### config.mk
export PLATFORM = sky130hd
export DESIGN_NAME = pb_eoc_aggregator
export DESIGN_NICKNAME = d
export VERILOG_FILES = /design/src/rtl/pb_eoc_aggregator.sv
export SDC_FILE = /design/constraint.sdc
export NUM_CORES = 1
export LEC_CHECK = 0
export ABC_AREA = 1
export BUFFER_PORTS_ARGS = -buffer_cell sky130_fd_sc_hd__buf_2
export CAP_MARGIN = 20
export CORE_AREA = 3 3 254 256
export DETAILED_ROUTE_END_ITERATION = 10
export DIE_AREA = 0 0 257 259
export SLEW_MARGIN = 40
export SYNTH_ARGS = -nofsm -noshare
export SYNTH_HDL_FRONTEND = slang
export SYNTH_SLANG_ARGS = --single-unit
### constraint.sdc
create_clock -name clk_i -period 2.15 [get_ports clk_i]
set_input_delay 0 -clock clk_i [delete_from_list [all_inputs] [get_ports clk_i]]
set_output_delay 0 -clock clk_i [all_outputs]
set_load 0.01 [all_outputs]
### src/rtl/pb_eoc_aggregator.sv
// Multi-channel end-of-computation collector: tracks a masked set of
// channels reporting Cheshire-style exit words (bit 0 = EOC, upper bits =
// return value) and folds them into one done / exit-code result, with an
// optional cycle timeout.

// Per-channel acceptance: a masked, EOC-flagged, first-time report.
module pb_eoc_chan #(
  parameter int CodeWidth = 32
) (
  input  logic                 valid_i,
  input  logic                 mask_i,
  input  logic                 reported_i,
  input  logic [CodeWidth-1:0] code_i,
  output logic                 accept_o,
  output logic                 fail_o
);
  assign accept_o = valid_i & mask_i & code_i[0] & ~reported_i;
  assign fail_o   = accept_o & (|code_i[CodeWidth-1:1]);
endmodule

module pb_eoc_aggregator #(
  parameter int NumChannels  = 16,
  parameter int CodeWidth    = 32,
  parameter int TimeoutWidth = 32,
  localparam int ChanIdxWidth = (NumChannels > 1) ? $clog2(NumChannels) : 1
) (
  input  logic                             clk_i,
  input  logic                             rst_i,
  input  logic                             arm_i,
  input  logic [NumChannels-1:0]           mask_i,
  input  logic                             mode_i,
  input  logic [TimeoutWidth-1:0]          timeout_i,
  input  logic [NumChannels-1:0]           eoc_valid_i,
  input  logic [NumChannels*CodeWidth-1:0] eoc_code_i,
  output logic                             busy_o,
  output logic                             done_o,
  output logic                             timeout_o,
  output logic [CodeWidth-2:0]             exit_code_o,
  output logic [ChanIdxWidth-1:0]          first_chan_o,
  output logic [NumChannels-1:0]           reported_o,
  output logic [NumChannels-1:0]           fail_mask_o
);

  typedef enum logic [1:0] {IDLE, RUN, DONE} state_e;

  state_e                  state_q, state_d;
  logic [NumChannels-1:0]  mask_q, mask_d;
  logic                    mode_q, mode_d;
  logic                    tmo_en_q, tmo_en_d;
  logic [TimeoutWidth-1:0] cnt_q, cnt_d;
  logic [NumChannels-1:0]  reported_q, reported_d;
  logic [NumChannels-1:0]  fail_q, fail_d;
  logic                    timeout_q, timeout_d;
  logic [CodeWidth-2:0]    exit_code_q, exit_code_d;
  logic [ChanIdxWidth-1:0] first_chan_q, first_chan_d;

  logic [NumChannels-1:0]  accept, new_fail;
  logic [NumChannels-1:0]  rep_post, fail_post;
  logic [CodeWidth-2:0]    fail_code;
  logic [ChanIdxWidth-1:0] fail_idx, pend_idx;
  logic                    complete, expire;

  for (genvar c = 0; c < NumChannels; c++) begin : g_chan
    pb_eoc_chan #(.CodeWidth(CodeWidth)) u_chan (
      .valid_i   (eoc_valid_i[c]),
      .mask_i    (mask_q[c]),
      .reported_i(reported_q[c]),
      .code_i    (eoc_code_i[c*CodeWidth +: CodeWidth]),
      .accept_o  (accept[c]),
      .fail_o    (new_fail[c])
    );
  end

  // Post-update view of this cycle's reports, plus the priority picks:
  // lowest new failing channel and lowest still-pending masked channel.
  always_comb begin
    rep_post  = reported_q | accept;
    fail_post = fail_q | new_fail;
    fail_code = '0;
    fail_idx  = '0;
    pend_idx  = '0;
    for (int c = NumChannels - 1; c >= 0; c--) begin
      if (new_fail[c]) begin
        fail_code = eoc_code_i[c*CodeWidth+1 +: CodeWidth-1];
        fail_idx  = ChanIdxWidth'(c);
      end
      if (mask_q[c] && !rep_post[c]) pend_idx = ChanIdxWidth'(c);
    end
    complete = ((rep_post & mask_q) == mask_q) || (mode_q && (|fail_post));
    expire   = tmo_en_q && (cnt_q == TimeoutWidth'(1));
  end

  // Next-state: arm from IDLE/DONE, collect reports in RUN; completion
  // takes priority over a timeout landing in the same cycle.
  always_comb begin
    state_d      = state_q;
    mask_d       = mask_q;
    mode_d       = mode_q;
    tmo_en_d     = tmo_en_q;
    cnt_d        = cnt_q;
    reported_d   = reported_q;
    fail_d       = fail_q;
    timeout_d    = timeout_q;
    exit_code_d  = exit_code_q;
    first_chan_d = first_chan_q;
    case (state_q)
      IDLE, DONE: begin
        if (arm_i) begin
          state_d      = RUN;
          mask_d       = mask_i;
          mode_d       = mode_i;
          tmo_en_d     = |timeout_i;
          cnt_d        = timeout_i;
          reported_d   = '0;
          fail_d       = '0;
          timeout_d    = 1'b0;
          exit_code_d  = '0;
          first_chan_d = '0;
        end
      end
      RUN: begin
        reported_d = rep_post;
        fail_d     = fail_post;
        // Only the earliest failure supplies the exit code.
        if (fail_q == '0 && new_fail != '0) begin
          exit_code_d  = fail_code;
          first_chan_d = fail_idx;
        end
        if (tmo_en_q) cnt_d = cnt_q - TimeoutWidth'(1);
        if (complete) begin
          state_d = DONE;
        end else if (expire) begin
          state_d      = DONE;
          timeout_d    = 1'b1;
          exit_code_d  = '1;
          first_chan_d = pend_idx;
        end
      end
      default: state_d = IDLE;
    endcase
  end

  // State registers with synchronous reset.
  always_ff @(posedge clk_i) begin
    if (rst_i) begin
      state_q      <= IDLE;
      mask_q       <= '0;
      mode_q       <= 1'b0;
      tmo_en_q     <= 1'b0;
      cnt_q        <= '0;
      reported_q   <= '0;
      fail_q       <= '0;
      timeout_q    <= 1'b0;
      exit_code_q  <= '0;
      first_chan_q <= '0;
    end else begin
      state_q      <= state_d;
      mask_q       <= mask_d;
      mode_q       <= mode_d;
      tmo_en_q     <= tmo_en_d;
      cnt_q        <= cnt_d;
      reported_q   <= reported_d;
      fail_q       <= fail_d;
      timeout_q    <= timeout_d;
      exit_code_q  <= exit_code_d;
      first_chan_q <= first_chan_d;
    end
  end

  assign busy_o       = (state_q == RUN);
  assign done_o       = (state_q == DONE);
  assign timeout_o    = timeout_q;
  assign exit_code_o  = exit_code_q;
  assign first_chan_o = first_chan_q;
  assign reported_o   = reported_q;
  assign fail_mask_o  = fail_q;

endmodule

-- Word-level counts from Yosys, hierarchy flattened
Cells that the tools add are included.
- $add $sub $neg: 1
- $mul: 0
- div/mod/pow operators: 0
- $lt $le $gt $ge: 0
- equality and inequality tests: 9
- shift operators: 0
- muxes and demuxes: 72
- bitwise operators: 83
- reductions and logical operators: 64
- operator list (cell ; number):
    $mux 31 ; 20
    $reduce_or 31->1 ; 16
    $mux 4 ; 36
    $and 1x1->1 ; 64
    $mux 32 ; 2
    $pmux 16 s2 ; 2
    $pmux 32 s2 ; 1
    $pmux 31 s2 ; 1
    $eq 32x1->1 const B ; 1
    $or 16x16->16 ; 2
    $reduce_or 32->1 ; 1
    $sub 32x1->32 const B ; 1
    $logic_and 1x1->1 ; 19
    $and 16x16->16 ; 1
    $eq 16x16->1 ; 1
    $logic_not 1->1 ; 16
    $logic_not 16->1 ; 1
    $mux 16 ; 1
    $not 1->1 ; 16
    $reduce_bool 16->1 ; 1
    $reduce_or 16->1 ; 1
    $pmux 4 s2 ; 1
    $mux 2 ; 3
    $reduce_and 2->1 ; 3
    other kinds (14) ; 18
- flip-flop bits (word level): 120
- latch bits: 0
- RAM bits: 0
- bits in read-only memories: 0
- logic and storage cells: 239
- memories kept: 0

-- Longest topological paths before layout
- word-level depth: 25
- gate-level depth with buffers: 30

-- Cells and area by module
Synthesis repeated with hierarchy kept, for this count alone.
- cells, all modules: 2269
- area total of the unflattened synthesis: 12655.9 sq um
- modules (own cells, without submodules) (module ; instances ; cells an instance ; area an instance (sq um)):
    pb_eoc_aggregator ; 1 ; 1693 ; 10473.8
    pb_eoc_chan ; 16 ; 36 ; 136.4

-- Worst setup path before layout
OpenSTA, ideal clock, no wires.
- path kind: register -> register
- from: reg cnt_q[3]
- to: reg cnt_q[25]
- data arrival time: 2.039 ns
- required time: 2.018 ns
- setup slack: -0.021 ns
- cell stages (with the launch flop): 20
- path buffers: 0
- clock period less this slack: 2.171 ns
- cells stage by stage: dfxtp_1 -> nor2_2 -> inv_2 -> nor2_4 -> nand2_2 -> inv_2 -> nand2_2 -> nor2_4 -> inv_2 -> nor2_4 -> nand3b_1 -> nor2_1 -> inv_1 -> or2_4 -> nor2_8 -> nand2_2 -> o31ai_1 -> nand3_1 -> o211ai_1 -> a21oi_1
- cells in the longest elaborated chain, start to end: 3
- ends and longest elaborated chain (element ; RTL line ; RTL):
    from (decl) ; 50 ; logic [TimeoutWidth-1:0] cnt_q, cnt_d;
    from (signal assigned) ; 161 ; cnt_q <= cnt_d;
    $sub 32x1->32 ; 129 ; if (tmo_en_q) cnt_d = cnt_q - TimeoutWidth'(1);
    $mux 32 ; 129 ;
    $pmux 32 s2 ; 106 ; case (state_q)
No other way between the ends. The select of a mux whose other input is x is not followed.
A chain may end at the register's enable or synchronous reset.

-- Worst setup path after layout
- from: reg mask_q[13]
- to: reg exit_code_q[9], in the netlist exit_code_o[9]
- cells in the longest elaborated chain, start to end: 22
- ends and longest elaborated chain (element ; RTL line ; RTL):
    from (decl) ; 47 ; logic [NumChannels-1:0] mask_q, mask_d;
    from (signal assigned) ; 158 ; mask_q <= mask_d;
    $and 1x1->1 (3 in a row) ; 17 ; assign accept_o = valid_i & mask_i & code_i[0] & ~reported_i;
    $and 1x1->1 ; 18 ; assign fail_o = accept_o & (|code_i[CodeWidth-1:1]);
    $mux 31 (14 in a row) ; 83 ; if (new_fail[c]) begin
    $mux 31 ; 125 ; if (fail_q == '0 && new_fail != '0) begin
    $mux 31 ; 132 ; end else if (expire) begin
    $mux 31 (*) ; 130 ; if (complete) begin
    $pmux 31 s2 (*) ; 106 ;
    to (signal assigned) ; 165 ; exit_code_q <= exit_code_d;
    to (decl) ; 54 ; logic [CodeWidth-2:0] exit_code_q, exit_code_d;
Mark *: on every way between the ends. The rest lies on a longest branch, timed or not.

==> key figures <==
Outcome
  • Status: finished with violations
  • Failing checks: setup timing

Drt
  • DRC: 0
  • Wire length per cell: 18.72 um
  • Vias/cell: 4.681
  • DRT iter0 DRCs: 2344
  • Routed Antenna Nets: 0
  • Routed WL: 93.32 mm
  • First drt pass iteration count: 6
  • Vias: 23330

Timing
  • Fin. Hold Viols: 0
  • RSZ-0062 raised after global routing: yes
  • Relative slew slack: 61.17%
  • Clk_skew: 0.01466 ns
  • Final Worst Setup Slack: -0.3163 ns
  • Fmax: 405.5 MHz
  • Crit share post-route: 114.7%
  • Worst-margin pin slew: 0.5771 ns
  • Setup TNS: -11.29 ns
  • Final setup fails: 47
  • Pins over their slew limit: 0
  • Min Tclk post-route: 2.466 ns

GRT
  • First-pass GRT wire length: 133.4 mm
  • All-Layer GR Usage: 26.28%
  • Number of global-route vias before repair: 21990
  • Initial antenna violation count: 28
  • Gr ovfl total: 0
  • Largest net degree at the start of global routing: 59

Die
  • Num ports: 650
  • Die X: 257 um
  • Initial Util: 23.37%
  • Placeable Area: 62740 um^2
  • Die Ht: 259 um
  • # rows: 92
  • Die area: 66560 um^2

Critical path
  • Worst path required time: 2.52 ns
  • Setup CP Type: reg -> reg
  • Critical path endpoint category: flip-flop
  • Crit path launch type: flip-flop
  • Critical Path AT: 2.84 ns
  • CP max FO: 8

Pwr
  • Tot Pwr: 11.04 mW
  • Worst VDD drop: 0.5737 mV
  • Pwr/cell area: 427.7 nW/um^2
  • Pleak: 14.27 nW

CTS
  • Reg clk slew, reported paths: 0.06 ns
  • CTS root buf: clkbuf_16
  • CTS H-tree lvls: 4
  • Sink Count: 120
  • Clock buffer depth: 2
  • CTS buffer count: 17
  • TritonCTS clock tree: yes
  • Clock Latency Late Sink: 0.44 ns

Finish
  • Fillers: 6823
  • P&R area growth vs syn: 76.06%
  • Layout cell share with drive strength beyond 1: 40.66%
  • Most frequent cells in the layout: nand2_1, buf_2, buf_4
  • Nets: 4691
  • Post-route cell area: 25810 um^2
  • Commonest non-fill, non-tap cell in the layout: nand2_1

Logic synthesis
  • Cell taking the most area after synthesis: nand2_1
  • Main combinational cell family by area after synthesis: simple AND/OR/NAND/NOR gates
  • #FFs+latches synth: 120
  • Mapped Cells: 2933
  • Synth Warn #: 0
  • Syn_area_per_cell: 4.998 um^2
  • Simple-gate portion of the synthesized area: 53.44%
  • Compound-Gate Fraction of Synth Area: 11.92%
  • Sequential area share after synthesis: 16.39%
  • Adder-Cell Fraction of Synth Area: 0.1707%
  • Synthesized cell area: 14660 um^2
  • XOR/XNOR share of the synthesized area: 0.7169%
  • Mapped Nets: 3515
  • Mux share of post-synthesis cell area: 0%
  • Yosys top cell area share: 27.93%
  • Number of distinct library cells after synthesis: 50
  • Ranking of synthesized cells by area: nand2_1, dfxtp_1, inv_1

Worst hold path
  • Tightest Hold Check Type: in -> reg

Placed design
  • Buffers on Ports: 649
  • Routability congestion estimate: 1.029
  • Placed inst area: 22640 um^2
  • DP HPWL: 74.76 mm

Run
  • Max_cap viols: 0
==> Yosys cell counts, drive strengths merged <==
cell / instances
o211ai: 10
o21bai: 1
o221ai: 4
clkbuf: 91
o31ai: 2
or3b: 1
xnor2: 7
or2: 27
dfxtp: 120
xor2: 5
nand3b: 2
nor3: 28
o21ai: 165
nand2: 1102
a21boi: 2
ha: 2
and2: 2
a211oi: 33
nor4: 84
nand3: 203
a21oi: 40
nor2: 368
a31oi: 4
clkinv: 3
a31o: 1
buf: 71
nand4: 53
inv: 468
o22ai: 1
a22oi: 30
o21a: 3
==> final cells by class <==
class	instances	area, um^2	share of cell area [%]
Sequential cell	120	2414	9.351
Clock buffer	19	452.9	1.755
Timing Repair Buffer	1317	9099	35.25
Inverter	471	1778	6.888
Clock inverter	13	152.6	0.5914
Multi-Input combinational cell	2182	10820	41.91
Antenna cell	16	40.04	0.1551
Tap cell	846	1059	4.101
==> worst max-delay path, stage by stage, from the launching register on <==
cell and delay [ns]:
dfxtp_2 0.34, nand3_4 0.08, nor2_4 0.04, buf_12 0.13, o21ai_4 0.15, buf_6 0.20
buf_6 0.14, inv_6 0.04, nor2_4 0.11, nand4_1 0.10, nor2_1 0.11, nand2_1 0.11
nand2_2 0.15, nand3_4 0.19, clkbuf_16 0.23, nand2_1 0.06, inv_1 0.03, nand2_1 0.05
nand2_1 0.04, nand2_1 0.08
==> registers in the layout, summed over array words and instances (netlist names), 2 cells and up <==
signal / cells
cnt_q: 32
exit_code_o: 31
fail_mask_o: 16
first_chan_o: 4
mask_q: 16
reported_o: 16
state_q: 2
==> logic make-up (layout without fill, tap and decap cells) <==
group	count (synthesis)	after routing
AO/OA/AOI/OAI	296	296
XOR/XNOR	12	12
adder cells (fa/ha/maj)	2	2
other	0	16
buffers and inverters	633	1820
flip-flops	120	120
AND/OR/NAND/NOR	1870	1872
==> per-layer routing <==
metal,up-vias,global-route usage (%),part of all wire [%]
met5,-,0,0.021
met4,2,9.024,3.2
met3,159,4.965,8.0
met2,1042,44.35,47
met1,10610,33.50,42
li1,11510,-,-
==> repair_timing <==
action | 4_1_cts | 5_1_grt
gates cloned | 11 | 11
pin swaps | 45 | 146
hold endpoints to repair | 55 | 0
hold buffers | 65 | 0
setup endpoints to repair | 53 | 54
setup buffers | 16 | 14
resized for setup | 248 | 186
==> per-stage QoR <==
| step | cells | utilization (%) | hold slack, ns | worst slack (ns) |
|---|---|---|---|---|
| floorplan | 2933 | - | 0.1349 | -0.01477 |
| global placement | 4825 | 36.08 | 0.2240 | -1.135 |
| detailed placement | 4825 | 36.09 | 0.2336 | -0.8736 |
| CTS | 4949 | 39.89 | 0.0005695 | -0.3125 |
| global route | 4984 | 41.14 | 0.03366 | -0.4949 |
| finish | 4984 | 41.14 | 0.02704 | -0.3163 |
==> power breakdown <==
part	total (mW)	internal, mW	leakage, nW	switching [mW]
logic	5.51	2.37	13.0	3.14
registers	2.50	2.37	0.981	0.132
clock network	3.02	1.87	0.298	1.15
total	11.0	6.62	14.3	4.42
==> path summary, 6_finish.rpt <==
| kind | startpoint | to | slack (ns) | cells past startpoint |
|---|---|---|---|---|
| setup reg to reg | mask_q[13]$_SDFFE_PP0P_ | exit_code_o[9]$_SDFFE_PP0P_ | -0.32 | 19 |
| setup / recovery | mask_q[13]$_SDFFE_PP0P_ | exit_code_o[9]$_SDFFE_PP0P_ | -0.32 | 19 |
| hold / removal | eoc_code_i[56] | exit_code_o[23]$_SDFFE_PP0P_ | 0.03 | 7 |
| hold reg to reg | tmo_en_q$_SDFFE_PP0P_ | tmo_en_q$_SDFFE_PP0P_ | 0.47 | 2 |
Power figures use the tool's default switching activity.
